$ cat config.mk
export PLATFORM = sky130hd
export DESIGN_NAME = hazard_ctrl_unit_flat
export DESIGN_NICKNAME = d
export VERILOG_FILES = /design/src/rtl/hazard_ctrl_unit_if.sv /design/src/rtl/hazard_ctrl_unit.sv /design/src/flat_wrapper.sv
export SDC_FILE = /design/constraint.sdc
export NUM_CORES = 1
export LEC_CHECK = 0
export BUFFER_PORTS_ARGS = -buffer_cell sky130_fd_sc_hd__buf_2
export CAP_MARGIN = 10
export CORE_MARGIN = 10
export CORE_UTILIZATION = 25
export CTS_CLUSTER_DIAMETER = 80
export CTS_CLUSTER_SIZE = 16
export DETAILED_ROUTE_END_ITERATION = 6
export HOLD_SLACK_MARGIN = 0.03
export SLEW_MARGIN = 20
export SYNTH_ARGS = -nofsm -noshare
export SYNTH_HDL_FRONTEND = slang
export SYNTH_SLANG_ARGS = --single-unit
$ cat constraint.sdc
create_clock -name clk -period 1.52 [get_ports clk]
set_input_delay 0.304 -clock clk [delete_from_list [all_inputs] [get_ports clk]]
set_output_delay 0.304 -clock clk [all_outputs]
set_load 0.01 [all_outputs]
$ cat src/rtl/hazard_ctrl_unit_if.sv
// ============================================================================
//  Module      : hazard_ctrl_unit_if
//  Description : Pipeline <-> hazard unit bundle. The pipeline (master)
//                presents ID/EX register info and forward-source state; the
//                hazard unit (slave) returns enables, bubbles and forward
//                selects.
//  Revision    : 1.0  initial release
// ============================================================================
`default_nettype none

interface hazard_ctrl_unit_if #(
  parameter int REG_AW  = 3,
  parameter int NUM_FWD = 3,
  parameter int SEL_W   = $clog2(NUM_FWD + 1)
);
  logic [REG_AW-1:0]         id_rs;
  logic [REG_AW-1:0]         id_rt;
  logic                      id_uses_rs;
  logic                      id_uses_rt;
  logic [REG_AW-1:0]         ex_rs;
  logic [REG_AW-1:0]         ex_rt;
  logic [REG_AW-1:0]         ex_rd;
  logic                      ex_mem_read;
  logic                      ex_multi;
  logic                      branch_taken;
  logic [NUM_FWD*REG_AW-1:0] fwd_rd;
  logic [NUM_FWD-1:0]        fwd_we;

  logic                      pc_write;
  logic                      ifid_write;
  logic                      ifid_flush;
  logic                      idex_write;
  logic                      idex_bubble;
  logic                      exmem_bubble;
  logic                      stall;
  logic [SEL_W-1:0]          fwd_sel_a;
  logic [SEL_W-1:0]          fwd_sel_b;

  modport master (
    output id_rs, id_rt, id_uses_rs, id_uses_rt, ex_rs, ex_rt, ex_rd,
           ex_mem_read, ex_multi, branch_taken, fwd_rd, fwd_we,
    input  pc_write, ifid_write, ifid_flush, idex_write, idex_bubble,
           exmem_bubble, stall, fwd_sel_a, fwd_sel_b
  );

  modport slave (
    input  id_rs, id_rt, id_uses_rs, id_uses_rt, ex_rs, ex_rt, ex_rd,
           ex_mem_read, ex_multi, branch_taken, fwd_rd, fwd_we,
    output pc_write, ifid_write, ifid_flush, idex_write, idex_bubble,
           exmem_bubble, stall, fwd_sel_a, fwd_sel_b
  );
endinterface

`default_nettype wire

$ cat src/rtl/hazard_ctrl_unit.sv
// ============================================================================
//  Module      : hazard_ctrl_unit
//  Description : Pipeline hazard controller: N-source forwarding priority,
//                multi-cycle load-use stall, multi-cycle EX hold and
//                taken-branch flush, sequenced by a 3-state FSM.
//                Optional macro HAZ_PERF_CNT_EN adds saturating stall_cnt /
//                flush_cnt outputs.
//  Revision    : 1.0  initial release
// ============================================================================
`default_nettype none

module hazard_ctrl_unit #(
  parameter int REG_AW   = 3,
  parameter int NUM_FWD  = 3,
  parameter int LOAD_LAT = 1,
  parameter int MUL_LAT  = 4,
  parameter int SEL_W    = $clog2(NUM_FWD + 1)
) (
  input  wire               clk,
  input  wire               rst_n,
  hazard_ctrl_unit_if.slave bus
`ifdef HAZ_PERF_CNT_EN
  ,
  output logic [31:0]       stall_cnt,
  output logic [31:0]       flush_cnt
`endif
);

  localparam int MAX_LAT = (LOAD_LAT > MUL_LAT) ? LOAD_LAT : MUL_LAT;
  localparam int CNT_W   = $clog2(MAX_LAT + 1);
  localparam logic [CNT_W-1:0] CNT_ZERO = '0;
  localparam logic [CNT_W-1:0] CNT_ONE  = CNT_W'(1);
  localparam logic [CNT_W-1:0] LD_LOAD  = CNT_W'((LOAD_LAT > 1) ? LOAD_LAT - 2 : 0);
  localparam logic [CNT_W-1:0] MUL_LOAD = CNT_W'(MUL_LAT - 2);

  localparam logic [1:0] S_IDLE    = 2'd0;
  localparam logic [1:0] S_LD_WAIT = 2'd1;
  localparam logic [1:0] S_MULTI   = 2'd2;

  logic [1:0]         state, state_nxt;
  logic [CNT_W-1:0]   cnt, cnt_nxt;
  logic               multi_done, done_nxt;
  logic [NUM_FWD-1:0] match_a, match_b;
  logic [SEL_W-1:0]   sel_a, sel_b;
  logic               lu, multi_req;
  logic               pc_write, ifid_write, ifid_flush;
  logic               idex_write, idex_bubble, exmem_bubble;

  // Per-source match flags; a source writing r0 never forwards.
  for (genvar k = 0; k < NUM_FWD; k++) begin : g_fwd_match
    logic [REG_AW-1:0] src_rd;
    assign src_rd     = bus.fwd_rd[k*REG_AW +: REG_AW];
    assign match_a[k] = bus.fwd_we[k] && (src_rd != '0) && (src_rd == bus.ex_rs);
    assign match_b[k] = bus.fwd_we[k] && (src_rd != '0) && (src_rd == bus.ex_rt);
  end

  // Priority pick: scanning oldest to youngest lets the youngest match win.
  always_comb begin
    sel_a = '0;
    sel_b = '0;
    for (int k = NUM_FWD - 1; k >= 0; k--) begin
      if (match_a[k]) sel_a = SEL_W'(k + 1);
      if (match_b[k]) sel_b = SEL_W'(k + 1);
    end
  end

  assign lu = bus.ex_mem_read && (bus.ex_rd != '0) &&
              ((bus.id_uses_rs && (bus.ex_rd == bus.id_rs)) ||
               (bus.id_uses_rt && (bus.ex_rd == bus.id_rt)));

  // The op still sits in EX during the cycle right after its hold ends, so
  // ex_multi is ignored for that one cycle to avoid re-holding the same op.
  assign multi_req = bus.ex_multi && !multi_done;

  // State register, countdown and post-hold marker.
  always_ff @(posedge clk or negedge rst_n) begin
    if (!rst_n) begin
      state      <= S_IDLE;
      cnt        <= CNT_ZERO;
      multi_done <= 1'b0;
    end else begin
      state      <= state_nxt;
      cnt        <= cnt_nxt;
      multi_done <= done_nxt;
    end
  end

  // Next-state logic. In MULTI, cnt holds the remaining MULTI cycles
  // (including the current one), so the total hold is MUL_LAT-1 cycles.
  always_comb begin
    state_nxt = state;
    cnt_nxt   = cnt;
    done_nxt  = 1'b0;
    case (state)
      S_IDLE: begin
        if (bus.branch_taken) begin
          state_nxt = S_IDLE;
        end else if (multi_req) begin
          if (MUL_LAT > 2) begin
            state_nxt = S_MULTI;
            cnt_nxt   = MUL_LOAD;
          end else begin
            done_nxt  = 1'b1;
          end
        end else if (lu) begin
          if (LOAD_LAT > 1) begin
            state_nxt = S_LD_WAIT;
            cnt_nxt   = LD_LOAD;
          end
        end
      end
      S_LD_WAIT: begin
        if (bus.branch_taken || (cnt == CNT_ZERO)) begin
          state_nxt = S_IDLE;
          cnt_nxt   = CNT_ZERO;
        end else begin
          cnt_nxt   = cnt - CNT_ONE;
        end
      end
      S_MULTI: begin
        if (cnt <= CNT_ONE) begin
          state_nxt = S_IDLE;
          cnt_nxt   = CNT_ZERO;
          done_nxt  = 1'b1;
        end else begin
          cnt_nxt   = cnt - CNT_ONE;
        end
      end
      default: begin
        state_nxt = S_IDLE;
        cnt_nxt   = CNT_ZERO;
      end
    endcase
  end

  // Control outputs; forced to defaults while reset is asserted.
  always_comb begin
    pc_write     = 1'b1;
    ifid_write   = 1'b1;
    ifid_flush   = 1'b0;
    idex_write   = 1'b1;
    idex_bubble  = 1'b0;
    exmem_bubble = 1'b0;
    if (rst_n) begin
      case (state)
        S_IDLE: begin
          if (bus.branch_taken) begin
            ifid_flush   = 1'b1;
            idex_bubble  = 1'b1;
          end else if (multi_req) begin
            pc_write     = 1'b0;
            ifid_write   = 1'b0;
            idex_write   = 1'b0;
            exmem_bubble = 1'b1;
          end else if (lu) begin
            pc_write     = 1'b0;
            ifid_write   = 1'b0;
            idex_bubble  = 1'b1;
          end
        end
        S_LD_WAIT: begin
          if (bus.branch_taken) begin
            ifid_flush   = 1'b1;
            idex_bubble  = 1'b1;
          end else begin
            pc_write     = 1'b0;
            ifid_write   = 1'b0;
            idex_bubble  = 1'b1;
          end
        end
        S_MULTI: begin
          pc_write     = 1'b0;
          ifid_write   = 1'b0;
          idex_write   = 1'b0;
          exmem_bubble = 1'b1;
        end
        default: begin
          pc_write     = 1'b1;
        end
      endcase
    end
  end

  assign bus.pc_write     = pc_write;
  assign bus.ifid_write   = ifid_write;
  assign bus.ifid_flush   = ifid_flush;
  assign bus.idex_write   = idex_write;
  assign bus.idex_bubble  = idex_bubble;
  assign bus.exmem_bubble = exmem_bubble;
  assign bus.stall        = ~pc_write;
  assign bus.fwd_sel_a    = rst_n ? sel_a : '0;
  assign bus.fwd_sel_b    = rst_n ? sel_b : '0;

`ifdef HAZ_PERF_CNT_EN
  // Saturating event counters for stall and flush cycles.
  always_ff @(posedge clk or negedge rst_n) begin
    if (!rst_n) begin
      stall_cnt <= '0;
      flush_cnt <= '0;
    end else begin
      if (!pc_write && (stall_cnt != 32'hFFFF_FFFF)) stall_cnt <= stall_cnt + 32'd1;
      if (ifid_flush && (flush_cnt != 32'hFFFF_FFFF)) flush_cnt <= flush_cnt + 32'd1;
    end
  end
`endif

endmodule

`default_nettype wire

$ cat src/flat_wrapper.sv
// flat-port wrapper written by rule: the top's interface ports become plain ports
module hazard_ctrl_unit_flat 
#(
  parameter int REG_AW   = 3,
  parameter int NUM_FWD  = 3,
  parameter int LOAD_LAT = 1,
  parameter int MUL_LAT  = 4,
  parameter int SEL_W    = $clog2(NUM_FWD + 1)
)
  (clk, rst_n, bus_id_rs, bus_id_rt, bus_id_uses_rs, bus_id_uses_rt, bus_ex_rs, bus_ex_rt, bus_ex_rd, bus_ex_mem_read, bus_ex_multi, bus_branch_taken, bus_fwd_rd, bus_fwd_we, bus_pc_write, bus_ifid_write, bus_ifid_flush, bus_idex_write, bus_idex_bubble, bus_exmem_bubble, bus_stall, bus_fwd_sel_a, bus_fwd_sel_b);
  hazard_ctrl_unit_if #(.REG_AW(REG_AW), .NUM_FWD(NUM_FWD), .SEL_W(SEL_W)) bus_i ();
  input  wire clk;
  input  wire rst_n;
  input wire logic [$bits(bus_i.id_rs)-1:0] bus_id_rs;
  input wire logic [$bits(bus_i.id_rt)-1:0] bus_id_rt;
  input wire logic [$bits(bus_i.id_uses_rs)-1:0] bus_id_uses_rs;
  input wire logic [$bits(bus_i.id_uses_rt)-1:0] bus_id_uses_rt;
  input wire logic [$bits(bus_i.ex_rs)-1:0] bus_ex_rs;
  input wire logic [$bits(bus_i.ex_rt)-1:0] bus_ex_rt;
  input wire logic [$bits(bus_i.ex_rd)-1:0] bus_ex_rd;
  input wire logic [$bits(bus_i.ex_mem_read)-1:0] bus_ex_mem_read;
  input wire logic [$bits(bus_i.ex_multi)-1:0] bus_ex_multi;
  input wire logic [$bits(bus_i.branch_taken)-1:0] bus_branch_taken;
  input wire logic [$bits(bus_i.fwd_rd)-1:0] bus_fwd_rd;
  input wire logic [$bits(bus_i.fwd_we)-1:0] bus_fwd_we;
  output wire logic [$bits(bus_i.pc_write)-1:0] bus_pc_write;
  output wire logic [$bits(bus_i.ifid_write)-1:0] bus_ifid_write;
  output wire logic [$bits(bus_i.ifid_flush)-1:0] bus_ifid_flush;
  output wire logic [$bits(bus_i.idex_write)-1:0] bus_idex_write;
  output wire logic [$bits(bus_i.idex_bubble)-1:0] bus_idex_bubble;
  output wire logic [$bits(bus_i.exmem_bubble)-1:0] bus_exmem_bubble;
  output wire logic [$bits(bus_i.stall)-1:0] bus_stall;
  output wire logic [$bits(bus_i.fwd_sel_a)-1:0] bus_fwd_sel_a;
  output wire logic [$bits(bus_i.fwd_sel_b)-1:0] bus_fwd_sel_b;
  assign bus_i.id_rs = bus_id_rs;
  assign bus_i.id_rt = bus_id_rt;
  assign bus_i.id_uses_rs = bus_id_uses_rs;
  assign bus_i.id_uses_rt = bus_id_uses_rt;
  assign bus_i.ex_rs = bus_ex_rs;
  assign bus_i.ex_rt = bus_ex_rt;
  assign bus_i.ex_rd = bus_ex_rd;
  assign bus_i.ex_mem_read = bus_ex_mem_read;
  assign bus_i.ex_multi = bus_ex_multi;
  assign bus_i.branch_taken = bus_branch_taken;
  assign bus_i.fwd_rd = bus_fwd_rd;
  assign bus_i.fwd_we = bus_fwd_we;
  assign bus_pc_write = bus_i.pc_write;
  assign bus_ifid_write = bus_i.ifid_write;
  assign bus_ifid_flush = bus_i.ifid_flush;
  assign bus_idex_write = bus_i.idex_write;
  assign bus_idex_bubble = bus_i.idex_bubble;
  assign bus_exmem_bubble = bus_i.exmem_bubble;
  assign bus_stall = bus_i.stall;
  assign bus_fwd_sel_a = bus_i.fwd_sel_a;
  assign bus_fwd_sel_b = bus_i.fwd_sel_b;
  hazard_ctrl_unit #(.REG_AW(REG_AW), .NUM_FWD(NUM_FWD), .LOAD_LAT(LOAD_LAT), .MUL_LAT(MUL_LAT), .SEL_W(SEL_W)) u_core (.clk(clk), .rst_n(rst_n), .bus(bus_i));
endmodule
* After elaboration in Yosys (flattened, before gate mapping)
Cells that the tools add are included.
Word-level totals: register bits 6, bits of input ports 34
Cells by class: eq/ne operators 15, reductions and logical operators 26, mux-type cells 41, add/sub/neg operators 1, bitwise gates (word level) 1, order comparisons 1
Operator list (number):
- == test 3 bit | 8
- two-way mux 2 bit | 12
- two-way mux 1 bit | 19
- logical AND 1 bit | 14
- two-way mux 3 bit | 4
- nonzero test 3 bit | 4
- one-hot mux 3 bit (3 select lines) | 1
- inequality test 2 x 1 -> 1 bit (second input constant) | 3
- one-hot mux 1 bit (2 select lines) | 3
- one-hot mux 2 bit (3 select lines) | 1
- less-or-equal comparator 3 x 1 -> 1 bit (second input constant) | 1
- zero test 3 bit | 1
- inequality test 3 x 2 -> 1 bit (second input constant) | 1
- one-hot mux 1 bit (3 select lines) | 1
- AND reduction 3 bit | 1
- subtractor 3 x 1 -> 3 bit (second input constant) | 1
- == test 2 x 1 -> 1 bit (second input constant) | 1
- == test 2 bit (second input constant) | 1
- zero test 2 bit | 1
- logical OR 1 bit | 2
- inequality test 2 bit (second input constant) | 1
- AND reduction 2 bit | 1
- OR reduction 2 bit | 1
- zero test 1 bit | 1
- inverter 1 bit | 1

* Logic depth before layout (Yosys ltp)
Gate-level depths: netlist of run 1.
depth after elaboration 10, mapped depth 6, gate-level depth less buffers 6

* Worst setup path after synthesis of run 1
Ideal clock, no wire load.
kind in2out, from input port bus_ex_rt[2], to output port bus_fwd_sel_b[0], cell stages on the path 5, setup slack -102 ps, data arrival time 1318 ps, path through buf_6 or3b_1 a211oi_1 o211ai_1 a21boi_1
Between the ends: word-level cells in the longest chain between the ends 6, elaborated cells between the ends (all ways) 10, classes of those cells eq/ne: 3; mux: 4; reduce/logical: 3
RTL lines:
- from (decl) | RTL line flat_wrapper.sv:19 | input wire logic [$bits(bus_i.ex_rt)-1:0] bus_ex_rt;
- == test 3 bit | RTL line hazard_ctrl_unit.sv:54 | assign match_b[k] = bus.fwd_we[k] && (src_rd != '0) && (src_rd == bus.ex_rt);
- logical AND 1 bit | RTL line hazard_ctrl_unit.sv:54
- two-way mux 2 bit (2 in series) | RTL line hazard_ctrl_unit.sv:63 | if (match_b[k]) sel_b = SEL_W'(k + 1);
- two-way mux 2 bit (*) | RTL line hazard_ctrl_unit.sv:63
- two-way mux 2 bit (*) | RTL line hazard_ctrl_unit.sv:192 | assign bus.fwd_sel_b = rst_n ? sel_b : '0;
- to (decl) | RTL line flat_wrapper.sv:34 | output wire logic [$bits(bus_i.fwd_sel_b)-1:0] bus_fwd_sel_b;
Every way passes the cells marked *; elsewhere a longest branch is shown, timed or not.

* Final worst setup path of run 1
from input port bus_fwd_rd[5], to output port bus_fwd_sel_a[0]
Between the ends: word-level cells in the longest chain between the ends 6, elaborated cells between the ends (all ways) 7, classes of those cells eq/ne: 1; mux: 3; reduce/logical: 3
RTL lines:
- from (decl) | RTL line flat_wrapper.sv:24 | input wire logic [$bits(bus_i.fwd_rd)-1:0] bus_fwd_rd;
- nonzero test 3 bit | RTL line hazard_ctrl_unit.sv:53 | assign match_a[k] = bus.fwd_we[k] && (src_rd != '0) && (src_rd == bus.ex_rs);
- logical AND 1 bit | RTL line hazard_ctrl_unit.sv:53
- logical AND 1 bit (*) | RTL line hazard_ctrl_unit.sv:53
- two-way mux 2 bit (*) (2 in series) | RTL line hazard_ctrl_unit.sv:62 | if (match_a[k]) sel_a = SEL_W'(k + 1);
- two-way mux 2 bit (*) | RTL line hazard_ctrl_unit.sv:191 | assign bus.fwd_sel_a = rst_n ? sel_a : '0;
- to (decl) | RTL line flat_wrapper.sv:33 | output wire logic [$bits(bus_i.fwd_sel_a)-1:0] bus_fwd_sel_a;
Marks and branches as above.

==> results.sh, run 1 <==
export IMPL_status="finished with violations"
export IMPL_violations="setup timing"
export IMPL_wl_met2_um=1740
export IMPL_grt_setup_unrepaired="true"
export IMPL_h_tree_depth=1
export IMPL_wl_per_cell_um=15.1
export IMPL_wl_met1_um=1050
export IMPL_dieArea_mm2=0.00554
export IMPL_drtIter0Drc=23
export IMPL_synthAdderAreaFrac=0.0338
export IMPL_regToRegEndpoint="u_core.cnt[1]"
export IMPL_start_kind="input pin"
export IMPL_r2r_start="u_core.state[1]"
export IMPL_power_mw=1.28
export IMPL_fin_crit_sh=1.20
export IMPL_antenna_found_initial=0
export IMPL_max_freq_mhz=549
export IMPL_synth_nets=131
export IMPL_antenna_left=0
export IMPL_layout_common_cells="buf_2 (30), buf_4 (19), buf_6 (14)"
export IMPL_layout_nets=199
export IMPL_fin_util=0.509
export IMPL_powerDensity_mw_per_mm2=894
export IMPL_grt_overflow_total=0
export IMPL_synth_simple_area_share=0.245
export IMPL_clock_power_share=0.122
export IMPL_grt_max_degree=8
export IMPL_viasPerCell=4.96
export IMPL_ff2ff_path_depth=7
export IMPL_dr_wl_met3_um=112
export IMPL_initial_core_util=0.264
export IMPL_dp_hpwl_um=2230
export IMPL_maxCapViolCount=0
export IMPL_seq_area_frac_synth=0.169
export IMPL_drc=0
export IMPL_gp_congestion=0.818
export IMPL_synthDistinctLibCells=29
export IMPL_final_common_cell="buf_2"
export IMPL_cts_tree="built"
export IMPL_reg2reg_slack_ps=120
export IMPL_final_cell_count_no_fill=193
export IMPL_clockBufferDepth=2
export IMPL_die_x_um=74.4
export IMPL_yosysWarnings=0
export IMPL_hold_violations=0
export IMPL_fin_area_mm2=0.00143
export IMPL_port_buffers=44
export IMPL_setup_violations_final=7
export IMPL_placed_cell_area_mm2=0.00107
export IMPL_clock_sinks=5
export IMPL_worstPathRequired_ps=1220
export IMPL_synth_seq_cells=5
export IMPL_crit_arrival_ps=1520
export IMPL_synth_xor_area_frac=0.213
export IMPL_worst_slack_ps=-301
export IMPL_place_ws_ps=-323
export IMPL_crit_fanout=5
export IMPL_synth_top_family_by_area="compound AO/OA/AOI/OAI gates"
export IMPL_hold_path_class="in2async"
export IMPL_criticalPathCategory="in2out"
export IMPL_wl_um=2920
export IMPL_p_sw_mw=0.507
export IMPL_p_leak_nw=0.659
export IMPL_synth_compound_area_share=0.253
export IMPL_relSlewSlack=0.776
export IMPL_netlist_instances=95
export IMPL_worst_pin_slew_ps=335
export IMPL_dpl_cell_count=177
export IMPL_endpoint_kind="output pin"
export IMPL_grt_pass1_vias=980
export IMPL_p_comb_frac=0.698
export IMPL_grt_usage=0.0974
export IMPL_synthMuxAreaShare=0.0135
export IMPL_ios=45
export IMPL_core_area_mm2=0.00281
export IMPL_grt_first_pass_wirelength_um=4350
export IMPL_cts_root_buf="clkbuf_4"
export IMPL_filler_cell_count=260
export IMPL_clk_pin_slew_ps=40
export IMPL_final_max_slew_violation_count=0
export IMPL_drt_pass1_iter_count=4
export IMPL_finalSetupTns_ps=-1210
export IMPL_diodes=0
export IMPL_p_int_mw=0.770
export IMPL_cts_made_buffers=3
export IMPL_routed_top_layer="met4"
export IMPL_vias=957
export IMPL_multi_input_area_um2=713
export IMPL_areaGrowthSynthToFinish_pct=92.7
export IMPL_hold_ws_ps=475
export IMPL_die_height_um=74.4
export IMPL_synth_area_um2=741
export IMPL_fin_worst_skew_ps=1.39
export IMPL_ff_latch_area_um2=125
export IMPL_power_frac_seq=0.181
export IMPL_drive_above_1_share=0.593
export IMPL_synth_avg_cell_area_um2=7.80
export IMPL_clk_latency_ps=250
export IMPL_peakVddDrop_mv=0.316
export IMPL_switching_share=0.397
export IMPL_fp_row_count=19
export IMPL_fin_crit_ps=1820
==> sequential cells by signal, indices dropped and copies added (netlist names) <==
register,cells
u_core.cnt,3
u_core.multi_done,1
u_core.state,1
==> metal layers <==
layer  global-route usage  up-vias
met3               0.0186        2
met1                0.101      455
li1                     -      485
met4               0.0252        0
met5                    0        -
met2                0.193       15
==> synthesized netlist by cell type, drive strengths merged <==
cell type / count / share of area
nor2: 1 / 0.0051
nor3b: 2 / 0.020
dfrtp: 5 / 0.17
o31ai: 2 / 0.020
nor3: 1 / 0.0068
mux2i: 1 / 0.014
ha: 2 / 0.034
and3: 5 / 0.042
nand2: 9 / 0.046
a21boi: 3 / 0.030
a211oi: 4 / 0.047
o311ai: 1 / 0.012
nand4: 4 / 0.034
o21a: 1 / 0.010
nand2b: 2 / 0.017
buf: 4 / 0.047
o211ai: 4 / 0.041
o21ai: 5 / 0.034
nand3: 4 / 0.027
a21oi: 7 / 0.047
xnor2: 18 / 0.21
inv: 5 / 0.025
a31o: 1 / 0.012
or3b: 4 / 0.047
==> worst max path at each step <==
stage | start | endpoint | slack, ps | depth (start not counted)
5_1_grt | bus_fwd_rd[5] | bus_fwd_sel_a[0] | -400 | 7
3_5_place_dp | bus_ex_rs[2] | bus_fwd_sel_a[0] | -320 | 7
2_1_floorplan | bus_ex_rs[2] | bus_fwd_sel_a[0] | -90 | 5
3_3_place_gp | bus_ex_rs[2] | bus_fwd_sel_a[0] | -320 | 7
4_1_cts | bus_fwd_rd[5] | bus_fwd_sel_a[0] | -290 | 7
6_report | bus_fwd_rd[5] | bus_fwd_sel_a[0] | -300 | 7
==> power by group through the flow <==
| stage | clock network (mW) | logic (mW) | registers (mW) |
|---|---|---|---|
| final | 0.156 | 0.891 | 0.231 |
| after global routing | 0.177 | 0.976 | 0.237 |
| after global placement | 0 | 0.540 | 0.228 |
| after floorplan | 0 | 0.361 | 0.222 |
| after CTS | 0.161 | 0.744 | 0.229 |
| after detailed placement | 0 | 0.565 | 0.233 |
==> cells by family (layout without fill, tap and decap cells) <==
| family | count (synthesis) | in the layout |
|---|---|---|
| multiplexers | 1 | 1 |
| AND/OR/NAND/NOR | 32 | 32 |
| adder cells (fa/ha/maj) | 2 | 2 |
| buffers and inverters | 9 | 76 |
| XOR/XNOR | 18 | 18 |
| AO/OA/AOI/OAI | 28 | 28 |
| flip-flops | 5 | 5 |
==> area by class of cell <==
type                    instances  share of cell area
well taps                      31              0.0272
flip-flops and latches          5              0.0876
clock buffers                   4              0.0184
repair buffers                 67               0.354
multi-input cells              81               0.500
inverters                       5              0.0131
==> critical path, stage by stage <==
cell	delay, ps
buf_8	100
or3b_1	400
a211oi_2	200
o211ai_1	170
nand4_1	130
a21boi_2	60
buf_2	140
==> repair_timing <==
action,in CTS,in global routing
pin swaps,12,28
endpoints found under the hold margin,2,0
hold buffers,2,0
gates resized for setup,18,37
setup buffers,9,4
endpoints found under the setup margin,9,13
Power figures use the tool's default switching activity.
==> run 2: changes to the inputs <==
==> constraint.sdc (replaced) <==
create_clock -name clk -period 2.3 [get_ports clk]
set_input_delay 0.46 -clock clk [delete_from_list [all_inputs] [get_ports clk]]
set_output_delay 0.46 -clock clk [all_outputs]
set_load 0.01 [all_outputs]
==> results.sh, run 2 (synthesis results as in run 1) <==
export IMPL_h_tree_depth=1
export IMPL_endpoint_kind="output pin"
export IMPL_clock_sinks=5
export IMPL_grt_overflow_total=0
export IMPL_fin_crit_sh=0.923
export IMPL_critPathTopFamily="simple AND/OR/NAND/NOR gates"
export IMPL_viasPerCell=4.86
export IMPL_max_freq_mhz=471
export IMPL_largest_register_ffs=3
export IMPL_hold_path_class="in2async"
export IMPL_worst_pin_slew_ps=345
export IMPL_place_ws_ps=149
export IMPL_drt_pass1_iter_count=4
export IMPL_regToRegEndpoint="u_core.cnt[1]"
export IMPL_routed_top_layer="met4"
export IMPL_dr_wl_met3_um=142
export IMPL_drc=0
export IMPL_grt_first_pass_wirelength_um=3570
export IMPL_cp_num_cells=7
export IMPL_p_leak_nw=0.465
export IMPL_crit_fanout=6
export IMPL_fin_crit_ps=2120
export IMPL_grt_setup_unrepaired="false"
export IMPL_path_common_cell="buf_2"
export IMPL_powerDensity_mw_per_mm2=590
export IMPL_fin_worst_skew_ps=2.02
export IMPL_die_height_um=74.4
export IMPL_cts_tree="built"
export IMPL_wl_met2_um=1180
export IMPL_crit_start="bus_fwd_rd[5]"
export IMPL_clockBufferDepth=2
export IMPL_grt_usage=0.0787
export IMPL_cpMaxStageDelayCell="or3b_1"
export IMPL_crit_arrival_ps=1660
export IMPL_core_area_mm2=0.00281
export IMPL_ios=45
export IMPL_relSlewSlack=0.768
export IMPL_die_x_um=74.4
export IMPL_vias=827
export IMPL_biggestRegsByFlops="u_core.cnt: 3 flops, u_core.multi_done: 1 flops, u_core.state: 1 flops"
export IMPL_wl_per_cell_um=13.2
export IMPL_post_cts_buffers=0
export IMPL_drtIter0Drc=37
export IMPL_finalSetupTns_ps=0
export IMPL_layout_common_cells="buf_2 (44), xnor2_1 (18), nand2_1 (9)"
export IMPL_gp_congestion=0.826
export IMPL_peakVddDrop_mv=0.197
export IMPL_wl_met1_um=889
export IMPL_worst_slack_ps=176
export IMPL_maxCapViolCount=0
export IMPL_worstPathRequired_ps=1840
export IMPL_final_max_slew_violation_count=0
export IMPL_dp_hpwl_um=2000
export IMPL_diodes=0
export IMPL_drive_above_1_share=0.360
export IMPL_cts_made_buffers=3
export IMPL_fp_row_count=19
export IMPL_reg2reg_slack_ps=1070
export IMPL_criticalPathCategory="in2out"
export IMPL_start_kind="input pin"
export IMPL_final_common_cell="buf_2"
export IMPL_ff2ff_path_depth=6
export IMPL_crit_chain="buf_2, or3b_1, a211oi_1, o211ai_1, nand4_1, a21boi_1, buf_2"
export IMPL_wl_um=2240
export IMPL_port_buffers=44
export IMPL_antenna_left=0
export IMPL_dieArea_mm2=0.00554
export IMPL_cts_root_buf="clkbuf_4"
export IMPL_grt_pass1_vias=809
export IMPL_critical_path_endpoint="bus_fwd_sel_b[0]"
export IMPL_status="completed"
export IMPL_path_buf_inv=2
export IMPL_r2r_start="u_core.cnt[1]"
export IMPL_setup_violations_final=0
export IMPL_grt_max_degree=13
export IMPL_initial_core_util=0.264
export IMPL_areaGrowthSynthToFinish_pct=34.5
export IMPL_hold_violations=0
export IMPL_clk_latency_ps=240
export IMPL_clk_pin_slew_ps=40
export IMPL_antenna_found_initial=0
export IMPL_slowest_delay_ps=390
export IMPL_layout_nets=176
export IMPL_largest_register="u_core.cnt"
-- run 2: changes by cell type in the layout (fill, tap and decap cells not counted), moves of 3 or more --
cell / previous run / this run
a211oi_1: 0 / 3
buf_4: 19 / 0
a211oi_2: 4 / 1
buf_2: 30 / 44
buf_6: 14 / 0
a21oi_1: 3 / 7
xnor2_2: 6 / 0
xnor2_1: 12 / 18
a21oi_2: 3 / 0
-- run 2: timing repair --
item | in CTS | in global routing
gates resized for setup | 0 | 1
hold buffers | 0 | 0
endpoints found under the hold margin | 0 | 0
endpoints found under the setup margin | 0 | 2
-- run 2: cell type report --
type                    instances  area, µm²
repair buffers                 44        220
flip-flops and latches          5        125
multi-input cells              81        567
fillers                       302       1810
inverters                       5       18.8
clock buffers                   4       26.3
well taps                      31       38.8
-- run 2: per-stage QoR --
step / hold slack, ps / area (µm²) / utilization / cells / power (mW)
2_1_floorplan: 164 / 741 / - / 95 / 0.379
3_3_place_gp: 328 / 965 / 0.344 / 166 / 0.479
3_5_place_dp: 327 / 965 / 0.344 / 166 / 0.490
4_1_cts: 62.3 / 991 / 0.353 / 170 / 0.597
5_1_grt: 63.1 / 996 / 0.355 / 170 / 0.656
6_report: 69.0 / 996 / 0.355 / 170 / 0.588
-- run 2: per-layer routing --
metal | vias to the layer above | global-route usage
li1 | 432 | -
met1 | 366 | 0.0916
met2 | 25 | 0.135
met3 | 4 | 0.0186
met4 | 0 | 0.0315
met5 | - | 0
-- run 2: worst min-delay path by stage --
| stage | start | endpoint | slack, ps | cells past startpoint |
|---|---|---|---|---|
| after floorplan | rst_n | u_core.cnt[0] | 160 | 0 |
| after global placement | rst_n | u_core.state[1] | 330 | 1 |
| after detailed placement | rst_n | u_core.state[1] | 330 | 1 |
| after CTS | rst_n | u_core.state[1] | 60 | 1 |
| after global routing | rst_n | u_core.state[1] | 60 | 1 |
| final | rst_n | u_core.state[1] | 70 | 1 |
-- run 2: report_power, final --
part | switching [mW] | total (mW) | leakage (nW) | internal [mW]
combinational | 0.188 | 0.335 | 0.389 | 0.147
clock | 0.0363 | 0.102 | 0.0150 | 0.0656
sequential | 0.0230 | 0.151 | 0.0619 | 0.128
==> run 3: changes to the inputs <==
--- a/config.mk
+++ b/config.mk
@@ -12,7 +12,7 @@
 export CTS_CLUSTER_DIAMETER = 80
 export CTS_CLUSTER_SIZE = 16
 export DETAILED_ROUTE_END_ITERATION = 6
-export HOLD_SLACK_MARGIN = 0.03
+export HOLD_SLACK_MARGIN = 0.08
 export SLEW_MARGIN = 20
 export SYNTH_ARGS = -nofsm -noshare
 export SYNTH_HDL_FRONTEND = slang
==> results.sh, run 3 (synthesis results as in run 1) <==
export IMPL_cts_tree="built"
export IMPL_powerDensity_mw_per_mm2=588
export IMPL_fin_crit_ps=2130
export IMPL_placed_cell_area_um2=965
export IMPL_gp_congestion=0.826
export IMPL_clk_pin_slew_ps=40
export IMPL_final_common_cell="buf_2"
export IMPL_dieArea_mm2=0.00554
export IMPL_hold_ws_ps=488
export IMPL_layout_common_cells="buf_2 (44), xnor2_1 (18), nand2_1 (9)"
export IMPL_grt_overflow_total=0
export IMPL_drive_above_1_share=0.357
export IMPL_viasPerCell=4.84
export IMPL_hold_path_depth=1
export IMPL_fin_worst_skew_ps=2.11
export IMPL_vias=828
export IMPL_setup_violations_final=0
export IMPL_dp_hpwl_um=2000
export IMPL_worstPathRequired_ps=1840
export IMPL_grt_usage=0.0809
export IMPL_fin_area_mm2=0.00101
export IMPL_relSlewSlack=0.766
export IMPL_h_tree_depth=1
export IMPL_hold_violations=0
export IMPL_clk_latency_ps=240
export IMPL_grt_setup_unrepaired="false"
export IMPL_fin_crit_sh=0.925
export IMPL_wl_um=2300
export IMPL_fin_util=0.359
export IMPL_wl_per_cell_um=13.5
export IMPL_drtIter0Drc=47
export IMPL_core_area_mm2=0.00281
export IMPL_fp_row_count=19
export IMPL_max_freq_mhz=470
export IMPL_worst_slack_ps=172
export IMPL_status="completed"
export IMPL_die_x_um=74.4
export IMPL_crit_fanout=6
export IMPL_biggestRegsByFlops="u_core.cnt: 3 flops, u_core.multi_done: 1 flops, u_core.state: 1 flops"
export IMPL_drc=0
export IMPL_endpoint_kind="output pin"
export IMPL_drt_pass1_iter_count=4
export IMPL_largest_register_ffs=3
export IMPL_criticalPathCategory="in2out"
export IMPL_grt_max_degree=10
export IMPL_cts_made_buffers=3
export IMPL_hold_path_class="reg2reg"
export IMPL_ff2ff_path_depth=6
export IMPL_ios=45
export IMPL_crit_arrival_ps=1670
export IMPL_peakVddDrop_mv=0.198
export IMPL_grt_pass1_vias=826
export IMPL_initial_core_util=0.264
export IMPL_port_buffers=44
export IMPL_areaGrowthSynthToFinish_pct=35.8
export IMPL_clockBufferDepth=2
export IMPL_antenna_left=0
export IMPL_start_kind="input pin"
export IMPL_top_usage_layer="met2"
export IMPL_diodes=0
export IMPL_worst_pin_slew_ps=349
export IMPL_final_max_slew_violation_count=0
export IMPL_die_height_um=74.4
export IMPL_finalSetupTns_ps=0
export IMPL_largest_register="u_core.cnt"
export IMPL_antenna_found_initial=0
export IMPL_met3_usage=0.0186
export IMPL_use_met2=0.142
export IMPL_grt_first_pass_wirelength_um=3660
export IMPL_place_ws_ps=149
export IMPL_p_leak_nw=0.470
export IMPL_clock_sinks=5
export IMPL_cts_root_buf="clkbuf_4"
export IMPL_layout_nets=177
export IMPL_maxCapViolCount=0
export IMPL_grtUsageMet1=0.0923
-- run 3: changes by cell type in the layout (fill, tap and decap cells not counted) --
cell           delta
dlygate4sd3_1     +1
-- run 3: what timing repair did --
| action | in CTS | in global routing |
|---|---|---|
| hold buffers | 1 | 0 |
| endpoints found under the setup margin | 0 | 2 |
| buffers inserted | 0 | 0 |
| resized for setup | 0 | 1 |
| hold endpoints to repair | 5 | 0 |
-- run 3: metrics by stage --
stage | power (mW) | instances
4_1_cts | 0.598 | 171
3_3_place_gp | 0.479 | 166
5_1_grt | 0.658 | 171
3_5_place_dp | 0.490 | 166
2_1_floorplan | 0.379 | 95
6_report | 0.592 | 171
-- run 3: power by group --
part	leakage (nW)	total [mW]	internal [mW]	switching, mW
logic	0.393	0.338	0.148	0.190
registers	0.0619	0.152	0.128	0.0236
clock network	0.0150	0.102	0.0656	0.0367
total	0.470	0.592	0.342	0.250
-- run 3: area by class of cell --
| cell class | instances | area, µm² |
|---|---|---|
| Multi-Input combinational cell | 81 | 567 |
| Inverter | 5 | 18.8 |
| Timing Repair Buffer | 45 | 230 |
| Clock buffer | 4 | 26.3 |
| Fill cell | 302 | 1800 |
| Sequential cell | 5 | 125 |
| Tap cell | 31 | 38.8 |
-- run 3: final timing paths --
kind,slack (ps),start,to
max,170,bus_fwd_rd[5],bus_fwd_sel_b[0]
min in group asynchronous,720,rst_n,u_core.state[1]
max reg2reg,1060,u_core.cnt[1],u_core.cnt[1]
max in group asynchronous,1380,rst_n,u_core.cnt[2]
min reg2reg,490,u_core.cnt[1],u_core.cnt[1]
min,490,u_core.cnt[1],u_core.cnt[1]
-- run 3: worst max-delay path, stage by stage --
cell and delay [ps]:
buf_2 140, or3b_1 390, a211oi_1 220, o211ai_1 130
nand4_1 110, a21boi_1 70, buf_2 150
-- run 3: per-layer routing --
| layer | up-vias | wire length, µm |
|---|---|---|
| met1 | 367 | 936 |
| li1 | 434 | - |
| met4 | 0 | 29 |
| met3 | 4 | 135 |
| met2 | 23 | 1200 |
| met5 | - | 0 |
